File: src/rtl/csrisc_pkg.sv
// ---------------------------------------------------------------------------
// csrisc_pkg
//   Shared definitions for the csRISC front end.
//   - XLEN              : architectural address/instruction width
//   - RESET_PC_DEFAULT  : default PC loaded at reset (word aligned)
//   - fetch_state_e     : fetch sequencer state encoding
//   - misaligned()      : true when the two low address bits are non-zero
// ---------------------------------------------------------------------------
package csrisc_pkg;

  localparam int XLEN = 32;

  localparam logic [XLEN-1:0] RESET_PC_DEFAULT = '0;

  typedef enum logic [1:0] {
    ST_BOOT  = 2'd0,
    ST_FETCH = 2'd1,
    ST_HOLD  = 2'd2,
    ST_HALT  = 2'd3
  } fetch_state_e;

  function automatic logic misaligned(input logic [1:0] lsb);
    return |lsb;
  endfunction

endpackage

File: src/rtl/pc_fetch_ctrl_if.sv
// ---------------------------------------------------------------------------
// pc_fetch_ctrl_if
//   Instruction-memory fetch bus between the fetch sequencer and imem.
//   imem_addr  : fetch address (always equal to the current PC)
//   imem_req   : fetch request; once raised it stays high until imem_ready
//   imem_ready : imem returns instr_in this cycle (only meaningful with req)
//   instr_in   : instruction word returned by imem
//   master = fetch sequencer side, slave = instruction memory side.
// ---------------------------------------------------------------------------
interface pc_fetch_ctrl_if #(
  parameter int XLEN = csrisc_pkg::XLEN
) ();

  logic [XLEN-1:0] imem_addr;
  logic            imem_req;
  logic            imem_ready;
  logic [XLEN-1:0] instr_in;

  modport master (
    output imem_addr,
    output imem_req,
    input  imem_ready,
    input  instr_in
  );

  modport slave (
    input  imem_addr,
    input  imem_req,
    output imem_ready,
    output instr_in
  );

endinterface

File: src/rtl/pc_next_mux.sv
// ---------------------------------------------------------------------------
// pc_next_mux
//   Combinational next-PC selection for the fetch sequencer.
//   Priority: halt > jump > branch_taken > pc_add.
//   Inputs : halt, jump/jump_target, branch_taken/branch_target, pc, pc_add
//   Outputs: next_pc   - selected PC (redirect targets forced word aligned)
//            redirect  - a jump/branch was selected (halt suppresses it)
//            align_err - the selected redirect target had [1:0] != 0
// ---------------------------------------------------------------------------
module pc_next_mux #(
  parameter int XLEN = csrisc_pkg::XLEN
) (
  input  logic            halt,
  input  logic            jump,
  input  logic [XLEN-1:0] jump_target,
  input  logic            branch_taken,
  input  logic [XLEN-1:0] branch_target,
  input  logic [XLEN-1:0] pc,
  input  logic [XLEN-1:0] pc_add,
  output logic [XLEN-1:0] next_pc,
  output logic            redirect,
  output logic            align_err
);

  import csrisc_pkg::*;

  always_comb begin
    next_pc   = pc_add;
    redirect  = 1'b0;
    align_err = 1'b0;
    if (halt) begin
      // A halt freezes the PC even if a redirect arrives alongside it.
      next_pc = pc;
    end else if (jump) begin
      next_pc   = {jump_target[XLEN-1:2], 2'b00};
      redirect  = 1'b1;
      align_err = misaligned(jump_target[1:0]);
    end else if (branch_taken) begin
      next_pc   = {branch_target[XLEN-1:2], 2'b00};
      redirect  = 1'b1;
      align_err = misaligned(branch_target[1:0]);
    end
  end

endmodule

File: src/rtl/pc_fetch_ctrl.sv
// ---------------------------------------------------------------------------
// pc_fetch_ctrl
//   Program-counter register and instruction-fetch sequencer of csRISC.
//   Holds the PC, runs the req/ready fetch handshake on the imem bus and
//   hands one instruction per completed fetch to decode.
//
//   Parameters
//     XLEN       address/instruction width
//     RESET_PC   PC value loaded at reset (word aligned)
//   Ports
//     clk, rst_n      core clock (rising edge), async active-low reset
//     pc              current PC, to the external pc_adder and imem
//     pc_add          pc+4 from the external pc_adder
//     branch_taken/branch_target, jump/jump_target   redirect requests
//     stall           decode cannot accept an instruction
//     halt_req        stop fetching until reset
//     bus             imem fetch bus (master side)
//     instr_out, instr_pc, instr_valid   instruction strobe to decode
//     align_err       1-cycle pulse: redirect target was not word aligned
//     halted          sequencer is halted
// ---------------------------------------------------------------------------
module pc_fetch_ctrl #(
  parameter int              XLEN     = csrisc_pkg::XLEN,
  parameter logic [XLEN-1:0] RESET_PC = csrisc_pkg::RESET_PC_DEFAULT
) (
  input  logic                   clk,
  input  logic                   rst_n,
  output logic [XLEN-1:0]        pc,
  input  logic [XLEN-1:0]        pc_add,
  input  logic                   branch_taken,
  input  logic [XLEN-1:0]        branch_target,
  input  logic                   jump,
  input  logic [XLEN-1:0]        jump_target,
  input  logic                   stall,
  input  logic                   halt_req,
  pc_fetch_ctrl_if.master        bus,
  output logic [XLEN-1:0]        instr_out,
  output logic                   instr_valid,
  output logic [XLEN-1:0]        instr_pc,
  output logic                   align_err,
  output logic                   halted
);

  import csrisc_pkg::*;

  fetch_state_e    state;
  logic [XLEN-1:0] pc_r;
  logic            req_r;
  logic            halt_pend;
  logic            drop_pend;
  logic            align_r;
  logic            halted_r;

  logic [XLEN-1:0] buf_p0;
  logic [XLEN-1:0] instr_p1;
  logic [XLEN-1:0] instr_pc_p1;
  logic            vld_p1;

  logic            halt_any;
  logic [XLEN-1:0] next_pc;
  logic            redirect;
  logic            align_flag;

  // A halt request is remembered until the outstanding fetch finishes.
  assign halt_any = halt_req | halt_pend;

  pc_next_mux #(.XLEN(XLEN)) u_pc_next_mux (
    .halt          (halt_any),
    .jump          (jump),
    .jump_target   (jump_target),
    .branch_taken  (branch_taken),
    .branch_target (branch_target),
    .pc            (pc_r),
    .pc_add        (pc_add),
    .next_pc       (next_pc),
    .redirect      (redirect),
    .align_err     (align_flag)
  );

  // ---- stage p0: fetch return captured into the hold buffer ----
  // Plain data register: only read in HOLD, which is entered on the very
  // cycle this capture happens, so no reset is needed.
  always_ff @(posedge clk) begin
    if (req_r && bus.imem_ready) begin
      buf_p0 <= bus.instr_in;
    end
  end

  // ---- stage p1: sequencer, PC register and decode strobe ----
  always_ff @(posedge clk or negedge rst_n) begin
    if (!rst_n) begin
      state       <= ST_BOOT;
      pc_r        <= RESET_PC;
      req_r       <= 1'b0;
      halt_pend   <= 1'b0;
      drop_pend   <= 1'b0;
      align_r     <= 1'b0;
      halted_r    <= 1'b0;
      vld_p1      <= 1'b0;
      instr_p1    <= '0;
      instr_pc_p1 <= '0;
    end else begin
      vld_p1  <= 1'b0;
      align_r <= 1'b0;
      unique case (state)
        ST_BOOT: begin
          if (halt_any) begin
            state    <= ST_HALT;
            halted_r <= 1'b1;
          end else begin
            state <= ST_FETCH;
            req_r <= 1'b1;
            if (redirect) begin
              pc_r    <= next_pc;
              align_r <= align_flag;
            end
          end
        end

        ST_FETCH: begin
          if (bus.imem_ready) begin
            drop_pend <= 1'b0;
            if (halt_any) begin
              // Outstanding fetch done; its data is thrown away.
              state     <= ST_HALT;
              req_r     <= 1'b0;
              halted_r  <= 1'b1;
              halt_pend <= 1'b0;
            end else if (redirect) begin
              // Redirect beats the returning instruction; req stays high
              // so the next fetch starts at the new PC right away.
              pc_r    <= next_pc;
              align_r <= align_flag;
            end else if (!drop_pend) begin
              if (stall) begin
                state <= ST_HOLD;
                req_r <= 1'b0;
              end else begin
                instr_p1    <= bus.instr_in;
                instr_pc_p1 <= pc_r;
                vld_p1      <= 1'b1;
                pc_r        <= next_pc;
              end
            end
            // With drop_pend set, pc_r already holds the redirect target,
            // so the stale return is simply ignored and fetching resumes.
          end else if (halt_any) begin
            halt_pend <= 1'b1;
          end else if (redirect) begin
            // The request in flight must still complete; mark its data stale.
            pc_r      <= next_pc;
            align_r   <= align_flag;
            drop_pend <= 1'b1;
          end
        end

        ST_HOLD: begin
          if (halt_any) begin
            state    <= ST_HALT;
            halted_r <= 1'b1;
          end else if (redirect) begin
            // Buffered instruction is discarded.
            pc_r    <= next_pc;
            align_r <= align_flag;
            state   <= ST_FETCH;
            req_r   <= 1'b1;
          end else if (!stall) begin
            instr_p1    <= buf_p0;
            instr_pc_p1 <= pc_r;
            vld_p1      <= 1'b1;
            pc_r        <= next_pc;
            state       <= ST_FETCH;
            req_r       <= 1'b1;
          end
        end

        ST_HALT: begin
          // Frozen until reset.
        end
      endcase
    end
  end

  assign pc            = pc_r;
  assign bus.imem_addr = pc_r;
  assign bus.imem_req  = req_r;
  assign instr_out     = instr_p1;
  assign instr_pc      = instr_pc_p1;
  assign instr_valid   = vld_p1;
  assign align_err     = align_r;
  assign halted        = halted_r;

endmodule

File: src/flat_wrapper.sv
// flat-port wrapper written by rule: the top's interface ports become plain ports
module pc_fetch_ctrl_flat import csrisc_pkg::*;
#(
  parameter int              XLEN     = csrisc_pkg::XLEN,
  parameter logic [XLEN-1:0] RESET_PC = csrisc_pkg::RESET_PC_DEFAULT
)
  (clk, rst_n, pc, pc_add, branch_taken, branch_target, jump, jump_target, stall, halt_req, instr_out, instr_valid, instr_pc, align_err, halted, bus_imem_addr, bus_imem_req, bus_imem_ready, bus_instr_in);
  pc_fetch_ctrl_if #(.XLEN(XLEN)) bus_i ();
  input  logic clk;
  input  logic rst_n;
  output logic [XLEN-1:0] pc;
  input  logic [XLEN-1:0] pc_add;
  input  logic branch_taken;
  input  logic [XLEN-1:0] branch_target;
  input  logic jump;
  input  logic [XLEN-1:0] jump_target;
  input  logic stall;
  input  logic halt_req;
  output logic [XLEN-1:0] instr_out;
  output logic instr_valid;
  output logic [XLEN-1:0] instr_pc;
  output logic align_err;
  output logic halted;
  output wire logic [$bits(bus_i.imem_addr)-1:0] bus_imem_addr;
  output wire logic [$bits(bus_i.imem_req)-1:0] bus_imem_req;
  input wire logic [$bits(bus_i.imem_ready)-1:0] bus_imem_ready;
  input wire logic [$bits(bus_i.instr_in)-1:0] bus_instr_in;
  assign bus_imem_addr = bus_i.imem_addr;
  assign bus_imem_req = bus_i.imem_req;
  assign bus_i.imem_ready = bus_imem_ready;
  assign bus_i.instr_in = bus_instr_in;
  pc_fetch_ctrl #(.XLEN(XLEN), .RESET_PC(RESET_PC)) u_core (.clk(clk), .rst_n(rst_n), .pc(pc), .pc_add(pc_add), .branch_taken(branch_taken), .branch_target(branch_target), .jump(jump), .jump_target(jump_target), .stall(stall), .halt_req(halt_req), .bus(bus_i), .instr_out(instr_out), .instr_valid(instr_valid), .instr_pc(instr_pc), .align_err(align_err), .halted(halted));
endmodule
File: config.mk
export PLATFORM = sky130hd
export DESIGN_NAME = pc_fetch_ctrl_flat
export DESIGN_NICKNAME = d
export VERILOG_FILES = /design/src/rtl/csrisc_pkg.sv /design/src/rtl/pc_fetch_ctrl_if.sv /design/src/rtl/pc_next_mux.sv /design/src/rtl/pc_fetch_ctrl.sv /design/src/flat_wrapper.sv
export SDC_FILE = /design/constraint.sdc
export NUM_CORES = 1
export LEC_CHECK = 0
export BUFFER_PORTS_ARGS = -buffer_cell sky130_fd_sc_hd__buf_2
export CORE_MARGIN = 2
export CORE_UTILIZATION = 54
export CTS_BUF_LIST = sky130_fd_sc_hd__clkbuf_8
export DETAILED_ROUTE_END_ITERATION = 6
export GPL_ROUTABILITY_DRIVEN = 0
export GPL_TIMING_DRIVEN = 0
export PLACE_DENSITY = 0.89
export SLEW_MARGIN = 20
export SYNTH_ARGS = -nofsm -noshare
export SYNTH_HDL_FRONTEND = slang
export SYNTH_SLANG_ARGS = --single-unit
File: constraint.sdc
create_clock -name clk -period 5.2 [get_ports clk]
set_input_delay 0.52 -clock clk [delete_from_list [all_inputs] [get_ports clk]]
set_output_delay 0.52 -clock clk [all_outputs]
set_load 0.005 [all_outputs]
# Yosys cells after proc, flatten, opt, wreduce, memory -nomap -nowiden
# Cells that the tools add are included.
[totals]
regBits = 136
in_bits = 135
output_inout_bits = 132
wordCells = 123
[op_classes]
eq_ne = 19
n_mux = 74
bitwise = 1
n_reduce_logical = 18
[ops]
columns = ["cell", "n"]
rows = [
  ["$mux W32", 26],
  ["$pmux W32 S2", 2],
  ["$pmux W32 S3", 1],
  ["$mux W1", 32],
  ["$ne A2 B2 Y1 const B", 10],
  ["$mux W2", 9],
  ["$ne A3 B2 Y1 const B", 3],
  ["$reduce_and A9 Y1", 1],
  ["$reduce_and A8 Y1", 1],
  ["$reduce_and A7 Y1", 1],
  ["$ne A3 B3 Y1 const B", 2],
  ["$pmux W2 S3", 1],
  ["$reduce_and A6 Y1", 1],
  ["$reduce_bool A2 Y1", 3],
  ["$reduce_or A2 Y1", 3],
  ["$ne A4 B2 Y1 const B", 1],
  ["$ne A4 B4 Y1 const B", 1],
  ["$pmux W1 S2", 2],
  ["$reduce_and A2 Y1", 2],
  ["$reduce_and A4 Y1", 1],
  ["$pmux W1 S3", 1],
  ["$reduce_and A3 Y1", 1],
  ["$reduce_bool A3 Y1", 1],
  ["$reduce_or A3 Y1", 1],
  ["other kinds (5)", 5],
]

# Depth between registers and ports, before layout
# Gate-level depths: netlist of run 1.
[logic_depth]
depth_word = 8
ltp_mapped = 8

# Modules after synthesis
# A second synthesis of run 1 with hierarchy kept.
[unflattened]
hier_cells = 554
hier_area_um2 = 6951.7
[modules_own_cells]
columns = ["module", "n_inst", "cells_per_inst", "area_per_inst_um2"]
rows = [
  ["pc_fetch_ctrl", 1, 409, 5661.7],
  ["pc_next_mux", 1, 145, 1290.0],
]

# Least setup slack after synthesis of run 1
# OpenSTA, ideal clock, no wires.
[synth_timing]
path_type = "input to register"
startpoint = "in branch_taken"
endpoint = "reg u_core.instr_p1[31] (netlist: u_core.instr_out[31])"
arrival_time_ns = 1.896
t_required_ns = 5.076
setup_slack_ns = 3.180
stages = 5
path_buffers = 2
path_cell_list = "buf_6 or4_4 a211oi_4 buf_6 a21oi_1"
[synth_between]
elab_chain_cells = 5
[synth_rtl]
columns = ["element", "line", "source"]
rows = [
  ["start: declaration", "flat_wrapper.sv:13", "input logic branch_taken;"],
  ["$mux W1 *", "pc_next_mux.sv:38", "end else if (branch_taken) begin"],
  ["$mux W1 *", "pc_next_mux.sv:34", "end else if (jump) begin"],
  ["$mux W1 *", "pc_next_mux.sv:31", "if (halt) begin"],
  ["$ne A2 B2 Y1 (no line)", "-", ""],
  ["$reduce_and A9 Y1 (no line) *", "-", ""],
  ["end signal: assignment", "pc_fetch_ctrl.sv:139", "instr_p1 <= bus.instr_in;"],
  ["end signal: assignment", "pc_fetch_ctrl.sv:168", "instr_p1 <= buf_p0;"],
  ["end: declaration", "pc_fetch_ctrl.sv:55", "logic [XLEN-1:0] instr_p1;"],
]
# Every way passes the cells marked *; elsewhere a longest branch is shown, timed or not.
# A chain may end at the register's enable or synchronous reset.

# Worst setup path in the final report of run 1
[layout_timing]
startpoint = "reg u_core.state[1]"
endpoint = "reg u_core.pc_r[27] (netlist: u_core.bus.imem_addr[27])"
[layout_between]
elab_chain_cells = 3
[layout_rtl]
columns = ["element", "line", "source"]
rows = [
  ["start: declaration", "pc_fetch_ctrl.sv:46", "fetch_state_e state;"],
  ["start signal: assignment", "pc_fetch_ctrl.sv:92", "state <= ST_BOOT;"],
  ["start signal: assignment", "pc_fetch_ctrl.sv:108", "state <= ST_HALT;"],
  ["start signal: assignment", "pc_fetch_ctrl.sv:111", "state <= ST_FETCH;"],
  ["$eq A2 B1 Y1, or another cell as far along", "pc_fetch_ctrl.sv:105", "unique case (state)"],
  ["$ne A4 B4 Y1 (no line), or another cell as far along", "-", ""],
  ["$reduce_and A4 Y1 (no line)", "-", ""],
  ["end signal: assignment", "pc_fetch_ctrl.sv:114", "pc_r <= next_pc;"],
  ["end signal: assignment", "pc_fetch_ctrl.sv:132", "pc_r <= next_pc;"],
  ["end signal: assignment", "pc_fetch_ctrl.sv:142", "pc_r <= next_pc;"],
  ["end: declaration", "pc_fetch_ctrl.sv:47", "logic [XLEN-1:0] pc_r;"],
]
# Several ways; a longest one is shown, not always the timed one.

==> reports/results.tsv, run 1 <==
stage	metric	value	unit
run_status	outcome	complete, no violations	
final_layout	synth-to-layout area growth	32.2	%
sta	FMAX	392	MHz
floorplanning	Placement Rows	39	
cts	Clock Tree Buf Depth	2	
sta	worst setup margin	2.65	ns
logic_synthesis	post-synthesis sequential area ratio	0.564	
logic_synthesis	Cell variety after synth	40	
sta	clock skew	0.00813	ns
logic_synthesis	Mapped Cells	511	
power_and_ir_drop	Internal Pwr Total	2.91	mW
floorplanning	# IOs	267	
route	detailed-route via count	5294	
sta	setup tns final	0	ns
cts	CTS Hold Bufs	1	
logic_synthesis	Yosys warnings	0	
sta	RSZ-0062 raised after global routing	false	
critical_path	Worst setup SP type	register	
global_routing	largest net degree at the start of global routing	59	
cts	Worst-path clk slew	0.08	ns
cts	Clock Sinks	136	
final_layout	Fill cells	764	
worst_hold_path	Hold Path Class	in2reg	
logic_synthesis	top-count cell post-synth	dfrtp_1	
sta	Max-slew headroom	0.493	
power_and_ir_drop	Flop pwr share	0.393	
logic_synthesis	synthesized area	6320	um^2
logic_synthesis	Synth Net Count	651	
final_layout	# nets final	938	
sta	final cycle utilization of the critical path	0.491	
logic_synthesis	post-synth top area share	0.412	
global_routing	initial antenna violation count	0	
logic_synthesis	most instantiated cells after synthesis	dfrtp_1 (104), nor2_1 (68), mux2i_1 (63)	
floorplanning	die height	112	um
cts	PostCTS Resize Cnt	0	
logic_synthesis	Post-synth EDFFs	32	
critical_path	data arrival time of the critical path	2.86	ns
global_routing	gr ovfl total	0	
logic_synthesis	post-synthesis async set-or-reset flop share	0.765	
cts	Clk Latency, worst-skew pair	0.45	ns
route	DRT Pass-1 Iters	6	
route	ANT nets after route	0	
logic_synthesis	Area contributors post-synth	dfrtp_1 (41%), edfxtp_1 (15%), mux2i_1 (10%)	
cts	number of setup buffers added after CTS	0	
logic_synthesis	ys flop type	dfrtp_1	
route	DRC viols	0	
floorplanning	Die W	112	um
sta	min Tclk post-route	2.55	ns
job	Max Cap Violations	0	
cts	Root Buffer	clkbuf_8	
cts	cts bufs inserted	17	
placed_design	Place WS	2.74	ns
critical_path	kind of critical path	reg2reg	
floorplanning	core area	11400	um^2
sta	Slew Viols, Final	0	
sta	Worst Tran Pin Value	0.761	ns
route	wire per inst	18.7	um
logic_synthesis	Seq cells post-synth	136	
route	Via density	5.55	
worst_hold_path	Worst Hold Launch	bus_instr_in[7]	
cts	H-tree levels	4	
floorplanning	Initial Util	0.553	
placed_design	port bufs	265	
power_and_ir_drop	sw frac	0.340	
power_and_ir_drop	worst vdd ir	0.365	mV
critical_path	endpoint type of the worst setup path	register	
power_and_ir_drop	Comb power frac	0.379	
power_and_ir_drop	leakage power	4.18	nW
sta	final hold vios	0	
power_and_ir_drop	Psw	1.50	mW
logic_synthesis	Syn Area/Cell	12.4	um^2
power_and_ir_drop	clock share of power	0.228	
global_routing	first-pass GRT wire length	27800	um
route	DRT iter0 DRCs	471	
floorplanning	area of the die	12600	um^2
logic_synthesis	Synth area leader	dfrtp_1	
final_layout	layout cell share with drive strength beyond 1	0.506	
critical_path	CP startpoint	u_core.state[1]	
power_and_ir_drop	PwrDens	528	nW/um^2
placed_design	dpl hpwl	13400	um
critical_path	crit-path max FO	10	
cts	CTS tree	built	
critical_path	reg2reg start	u_core.state[1]	
sta	final setup vio count	0	
route	WL final	17800	um
critical_path	CP Data Required Time	5.51	ns
global_routing	gr usage total	0.285	
final_layout	number of diodes	0	
global_routing	number of global-route vias before repair	5448	
[critical path, cell delays in order (launching register included)]
cell,delay [ns]
dfrtp_1,0.42
inv_1,0.12
ha_1,0.21
clkbuf_1,0.37
a21oi_1,0.11
a22oi_1,0.33
a211o_1,0.24
clkbuf_1,0.47
o2bb2ai_1,0.14
[worst paths after layout]
kind | slack [ns] | endpoint | cells after the start
hold / removal | 0.26 | u_core.buf_p0[7] | 1
setup / recovery | 2.65 | u_core.bus.imem_addr[27] | 8
hold reg to reg | 0.49 | u_core.halted | 1
min in group asynchronous | 0.57 | u_core.instr_out[29] | 2
setup reg to reg | 2.65 | u_core.bus.imem_addr[27] | 8
max in group asynchronous | 3.98 | u_core.bus.imem_addr[30] | 3
[power groups by stage]
stage / combinational [mW] / clock, mW / sequential, mW
after floorplan: 0.945 / 0 / 1.72
after global placement: 1.60 / 0 / 1.71
after detailed placement: 1.66 / 0 / 1.74
after CTS: 1.68 / 1.02 / 1.72
after global routing: 1.82 / 1.06 / 1.77
final: 1.67 / 1.00 / 1.73
[cell type report]
cell class	count	area (um^2)	share of cell area
buffer	64	420	0.0503
clock buffer	19	262	0.0313
clock inverter	13	200	0.0240
inverter	4	15.0	0.00180
multi-input combinational	307	2320	0.278
sequential	136	3560	0.427
tap	143	179	0.0214
timing repair buffer	268	1390	0.166
[state kept, by name, indices dropped and copies added (netlist names)]
register	cells
u_core.align_err	1
u_core.buf_p0	32
u_core.bus.imem_addr	32
u_core.bus.imem_req	1
u_core.drop_pend	1
u_core.halt_pend	1
u_core.halted	1
u_core.instr_out	32
u_core.instr_pc	32
u_core.instr_valid	1
u_core.state	2
[through the flow]
| stage | cell area [um^2] | hold WS [ns] | cells | power [mW] | utilization |
|---|---|---|---|---|---|
| finish | 8350 | 0.258 | 954 | 4.41 | 0.731 |
| global route | 8350 | 0.222 | 954 | 4.65 | 0.731 |
| CTS | 8350 | 0.226 | 954 | 4.42 | 0.731 |
| detailed placement | 7880 | 0.474 | 921 | 3.40 | 0.690 |
| global placement | 7820 | 0.459 | 919 | 3.31 | 0.685 |
| floorplan | 6320 | 0.224 | 511 | 2.66 | - |
[layer usage]
| metal | routed length [um] | GRT usage | vias up |
|---|---|---|---|
| met2 | 9050 | 0.483 | 263 |
| li1 | - | - | 2381 |
| met4 | 531 | 0.122 | 0 |
| met1 | 6780 | 0.337 | 2609 |
| met3 | 1440 | 0.0896 | 41 |
| met5 | 0 | 0 | - |
[cell families (layout without fill, tap and decap cells)]
| kind of cell | Yosys count | in the layout | synth area share |
|---|---|---|---|
| flip-flops | 136 | 136 | 0.564 |
| AND/OR/NAND/NOR | 90 | 90 | 0.0632 |
| multiplexers | 96 | 96 | 0.159 |
| adder cells (fa/ha/maj) | 5 | 5 | 0.00990 |
| AO/OA/AOI/OAI | 116 | 116 | 0.135 |
| buffers and inverters | 68 | 368 | 0.0689 |
[placed cells by master, fill, tap and decap left out, types with 2 or more instances in the layout]
cell type | Yosys | final
buf_2 | 6 | 270
dfrtp_1 | 104 | 104
nor2_1 | 68 | 68
mux2i_1 | 63 | 63
a21oi_1 | 40 | 40
mux2_2 | 33 | 33
buf_4 | 32 | 32
edfxtp_1 | 32 | 32
o2bb2ai_1 | 30 | 30
a21oi_2 | 28 | 28
clkbuf_8 | 0 | 19
clkbuf_1 | 18 | 18
buf_6 | 7 | 8
inv_1 | 4 | 5
ha_1 | 5 | 5
bufinv_16 | 0 | 5
o21ai_0 | 4 | 4
nor2b_1 | 3 | 3
nor3_1 | 3 | 3
nand2_1 | 3 | 3
clkinvlp_4 | 0 | 3
clkinv_2 | 0 | 3
a21o_1 | 2 | 2
nand2b_1 | 2 | 2
nor3b_1 | 2 | 2
or3b_2 | 2 | 2
a22o_1 | 2 | 2
nand3b_1 | 2 | 2
(Power assumes the default switching activity.)
==> run 2, diff against run 1 <==
--- a/config.mk
+++ b/config.mk
@@ -5,14 +5,15 @@
 export SDC_FILE = /design/constraint.sdc
 export NUM_CORES = 1
 export LEC_CHECK = 0
+export ABC_AREA = 1
 export BUFFER_PORTS_ARGS = -buffer_cell sky130_fd_sc_hd__buf_2
 export CORE_MARGIN = 2
-export CORE_UTILIZATION = 54
+export CORE_UTILIZATION = 46
 export CTS_BUF_LIST = sky130_fd_sc_hd__clkbuf_8
 export DETAILED_ROUTE_END_ITERATION = 6
 export GPL_ROUTABILITY_DRIVEN = 0
 export GPL_TIMING_DRIVEN = 0
-export PLACE_DENSITY = 0.89
+export PLACE_DENSITY = 0.79
 export SLEW_MARGIN = 20
 export SYNTH_ARGS = -nofsm -noshare
 export SYNTH_HDL_FRONTEND = slang
==> constraint.sdc (replaced) <==
create_clock -name clk -period 2.3 [get_ports clk]
set_input_delay 0.23 -clock clk [delete_from_list [all_inputs] [get_ports clk]]
set_output_delay 0.23 -clock clk [all_outputs]
set_load 0.005 [all_outputs]
==> run 2 against run 1 <==
Effect of this change:
- maximum frequency increased by 24%
- combinational power increased to 2.8 times the previous value
- design area increased by 7.9%
- area after synthesis increased by 5.8%
- critical path type unchanged
- core utilization decreased by 10 points
- sequential power increased by 120%
- routed wire length increased by 11%
- clock-buffer cell count decreased by 2
- hold slack got worse by 0.15 ns
- total power increased by 130%
==> reports/results.tsv, run 2 <==
stage	metric	value	unit
run_status	outcome	complete, no violations	
job	Max Cap Violations	0	
cts	Clock Sinks	136	
logic_synthesis	Syn Area/Cell	8.10	um^2
final_layout	layout cell share with drive strength beyond 1	0.333	
logic_synthesis	post-synthesis async set-or-reset flop share	0.765	
logic_synthesis	Synth area leader	dfrtp_1	
logic_synthesis	post-synth top area share	0.389	
cts	H-tree levels	4	
power_and_ir_drop	leakage power	5.12	nW
logic_synthesis	Seq cells post-synth	136	
placed_design	dpl hpwl	14500	um
route	DRT iter0 DRCs	369	
route	detailed-route via count	6614	
global_routing	number of global-route vias before repair	6338	
final_layout	design area	9010	um^2
route	WL final	19700	um
cts	CTS tree	built	
global_routing	first-pass GRT wire length	31600	um
sta	clock skew	0.00981	ns
critical_path	CP Data Required Time	2.62	ns
cts	Clk Latency, worst-skew pair	0.45	ns
floorplanning	Placement Rows	44	
sta	worst setup margin	0.243	ns
logic_synthesis	post-synthesis sequential area ratio	0.533	
floorplanning	core area	14400	um^2
floorplanning	# IOs	267	
global_routing	largest net degree at the start of global routing	65	
power_and_ir_drop	PwrDens	1150	nW/um^2
global_routing	gr ovfl total	0	
placed_design	port bufs	265	
logic_synthesis	Post-synth EDFFs	32	
cts	PostCTS Resize Cnt	0	
route	DRT Pass-1 Iters	7	
critical_path	data arrival time of the critical path	2.38	ns
cts	number of setup buffers added after CTS	0	
cts	Worst-path clk slew	0.08	ns
worst_hold_path	Hold Path Class	in2reg	
sta	Slew Viols, Final	0	
floorplanning	Die W	125	um
final_layout	most frequent cells in the layout	nand2_1 (382), buf_2 (286), dfrtp_1 (104), nand3_1 (70), buf_4 (39)	
cts	Root Buffer	clkbuf_8	
sta	final hold vios	0	
critical_path	Worst path slowest cell	dfrtp_1	
logic_synthesis	ys flop type	dfrtp_1	
critical_path	slowest cell delay on critical path	0.42	ns
sta	final cycle utilization of the critical path	0.894	
route	Via density	4.93	
critical_path	cell chain of the critical path	inv_1 -> ha_1 -> buf_2 -> nand2_1 -> nand2_1 -> a21oi_1 -> nand2_4 -> buf_1 -> o21ai_1 -> nand2_1	
critical_path	kind of critical path	reg2reg	
final_layout	commonest non-fill, non-tap cell in the layout	nand2_1	
power_and_ir_drop	Internal Pwr Total	6.04	mW
route	DRC viols	0	
final_layout	# nets final	1284	
sta	Max-slew headroom	0.569	
placed_design	Place WS	0.256	ns
sta	final setup vio count	0	
floorplanning	die height	125	um
power_and_ir_drop	worst vdd ir	0.484	mV
sta	RSZ-0062 raised after global routing	false	
placed_design	Post-DP Area	8280	um^2
global_routing	gr usage total	0.255	
critical_path	most used cell, CP	nand2_1	
logic_synthesis	Mapped Cells	825	
sta	FMAX	486	MHz
logic_synthesis	Yosys warnings	0	
power_and_ir_drop	sw frac	0.415	
critical_path	endpoint type of the worst setup path	register	
final_layout	synth-to-layout area growth	34.7	%
final_layout	Fill cells	1253	
logic_synthesis	Area contributors post-synth	dfrtp_1 (39%), nand2_1 (21%), edfxtp_1 (14%)	
route	ANT nets after route	0	
critical_path	crit-path max FO	10	
power_and_ir_drop	Comb power frac	0.447	
logic_synthesis	Cell variety after synth	29	
cts	CTS Hold Bufs	34	
floorplanning	Initial Util	0.465	
sta	Worst Tran Pin Value	0.645	ns
logic_synthesis	top-count cell post-synth	nand2_1	
logic_synthesis	Synth Net Count	965	
cts	Clock Tree Buf Depth	2	
logic_synthesis	synthesized area	6690	um^2
power_and_ir_drop	Flop pwr share	0.366	
sta	min Tclk post-route	2.06	ns
route	wire per inst	14.7	um
power_and_ir_drop	Psw	4.29	mW
global_routing	initial antenna violation count	1	
final_layout	post-layout util	0.627	
power_and_ir_drop	clock share of power	0.187	
floorplanning	area of the die	15500	um^2
logic_synthesis	most instantiated cells after synthesis	nand2_1 (382), dfrtp_1 (104), nand3_1 (70)	
critical_path	Worst setup SP type	register	
cts	cts bufs inserted	17	
run 2: changes by cell type after synthesis, moves of 9 or more:
cell	previous run	this run
a21oi_1	40	14
a21oi_2	28	1
a31oi_1	1	25
buf_2	6	22
inv_2	0	9
mux2_2	33	0
mux2i_1	63	0
nand2_1	3	382
nand3_1	1	70
nor2_1	68	38
o21ai_1	0	30
o2bb2ai_1	30	0
run 2: kinds of logic (layout without fill, tap and decap cells):
family	count (synthesis)	in the layout	share of synthesized area
AND/OR/NAND/NOR	508	508	0.308
flip-flops	136	136	0.533
buffers and inverters	101	433	0.0863
AO/OA/AOI/OAI	75	75	0.0632
adder cells (fa/ha/maj)	5	5	0.00936
other	0	1	0
run 2: metal layers:
layer,part of all wire,GRT usage,vias to the layer above
met1,0.41,0.314,3052
met3,0.069,0.0554,31
met2,0.50,0.445,268
met5,0,0,-
met4,0.019,0.0872,0
li1,-,-,3263
run 2: final timing paths:
| kind | endpoint | depth (start not counted) | slack (ns) | startpoint |
|---|---|---|---|---|
| hold / removal | u_core.bus.imem_addr[1] | 5 | 0.11 | pc_add[1] |
| setup reg to reg | u_core.instr_pc[27] | 10 | 0.24 | u_core.state[1] |
| min in group asynchronous | u_core.instr_out[7] | 2 | 0.25 | rst_n |
| max in group asynchronous | u_core.bus.imem_addr[25] | 3 | 1.39 | rst_n |
| setup / recovery | u_core.instr_pc[27] | 10 | 0.24 | u_core.state[1] |
| hold reg to reg | u_core.instr_out[25] | 2 | 0.47 | u_core.instr_out[25] |
run 2: cell type report:
type | count | area, um^2 | area share
timing repair buffer | 300 | 1700 | 0.189
antenna | 1 | 2.50 | 0.000278
buffer | 80 | 497 | 0.0551
clock inverter | 15 | 154 | 0.0171
sequential | 136 | 3560 | 0.396
clock buffer | 17 | 234 | 0.0260
multi-input combinational | 588 | 2550 | 0.283
tap | 184 | 230 | 0.0256
inverter | 21 | 80.1 | 0.00889
run 2: worst max-delay path, delay by kind of cell (launching register included):
kind	cells	cell delay, ns
flops	1	0.42
fa+ha+maj	1	0.18
simple gates	4	0.36
compound gates	2	0.44
buf+inv	3	0.54
run 2: through the flow:
step | std cells | hold slack, ns | power (mW) | setup TNS [ns]
floorplan | 825 | -0.0656 | 6.59 | 0
global placement | 1274 | 0.425 | 8.22 | -16.41
detailed placement | 1275 | 0.172 | 8.38 | 0
CTS | 1341 | 0.0735 | 10.4 | 0
global route | 1342 | 0.0925 | 11.2 | 0
finish | 1342 | 0.107 | 10.3 | 0
run 2: power groups by stage:
stage	registers (mW)	logic, mW	clock network (mW)
after detailed placement	3.81	4.57	0
after CTS	3.77	4.63	1.98
after global routing	3.88	5.20	2.07
after floorplan	3.78	2.81	0
final	3.78	4.62	1.93
after global placement	3.77	4.45	0
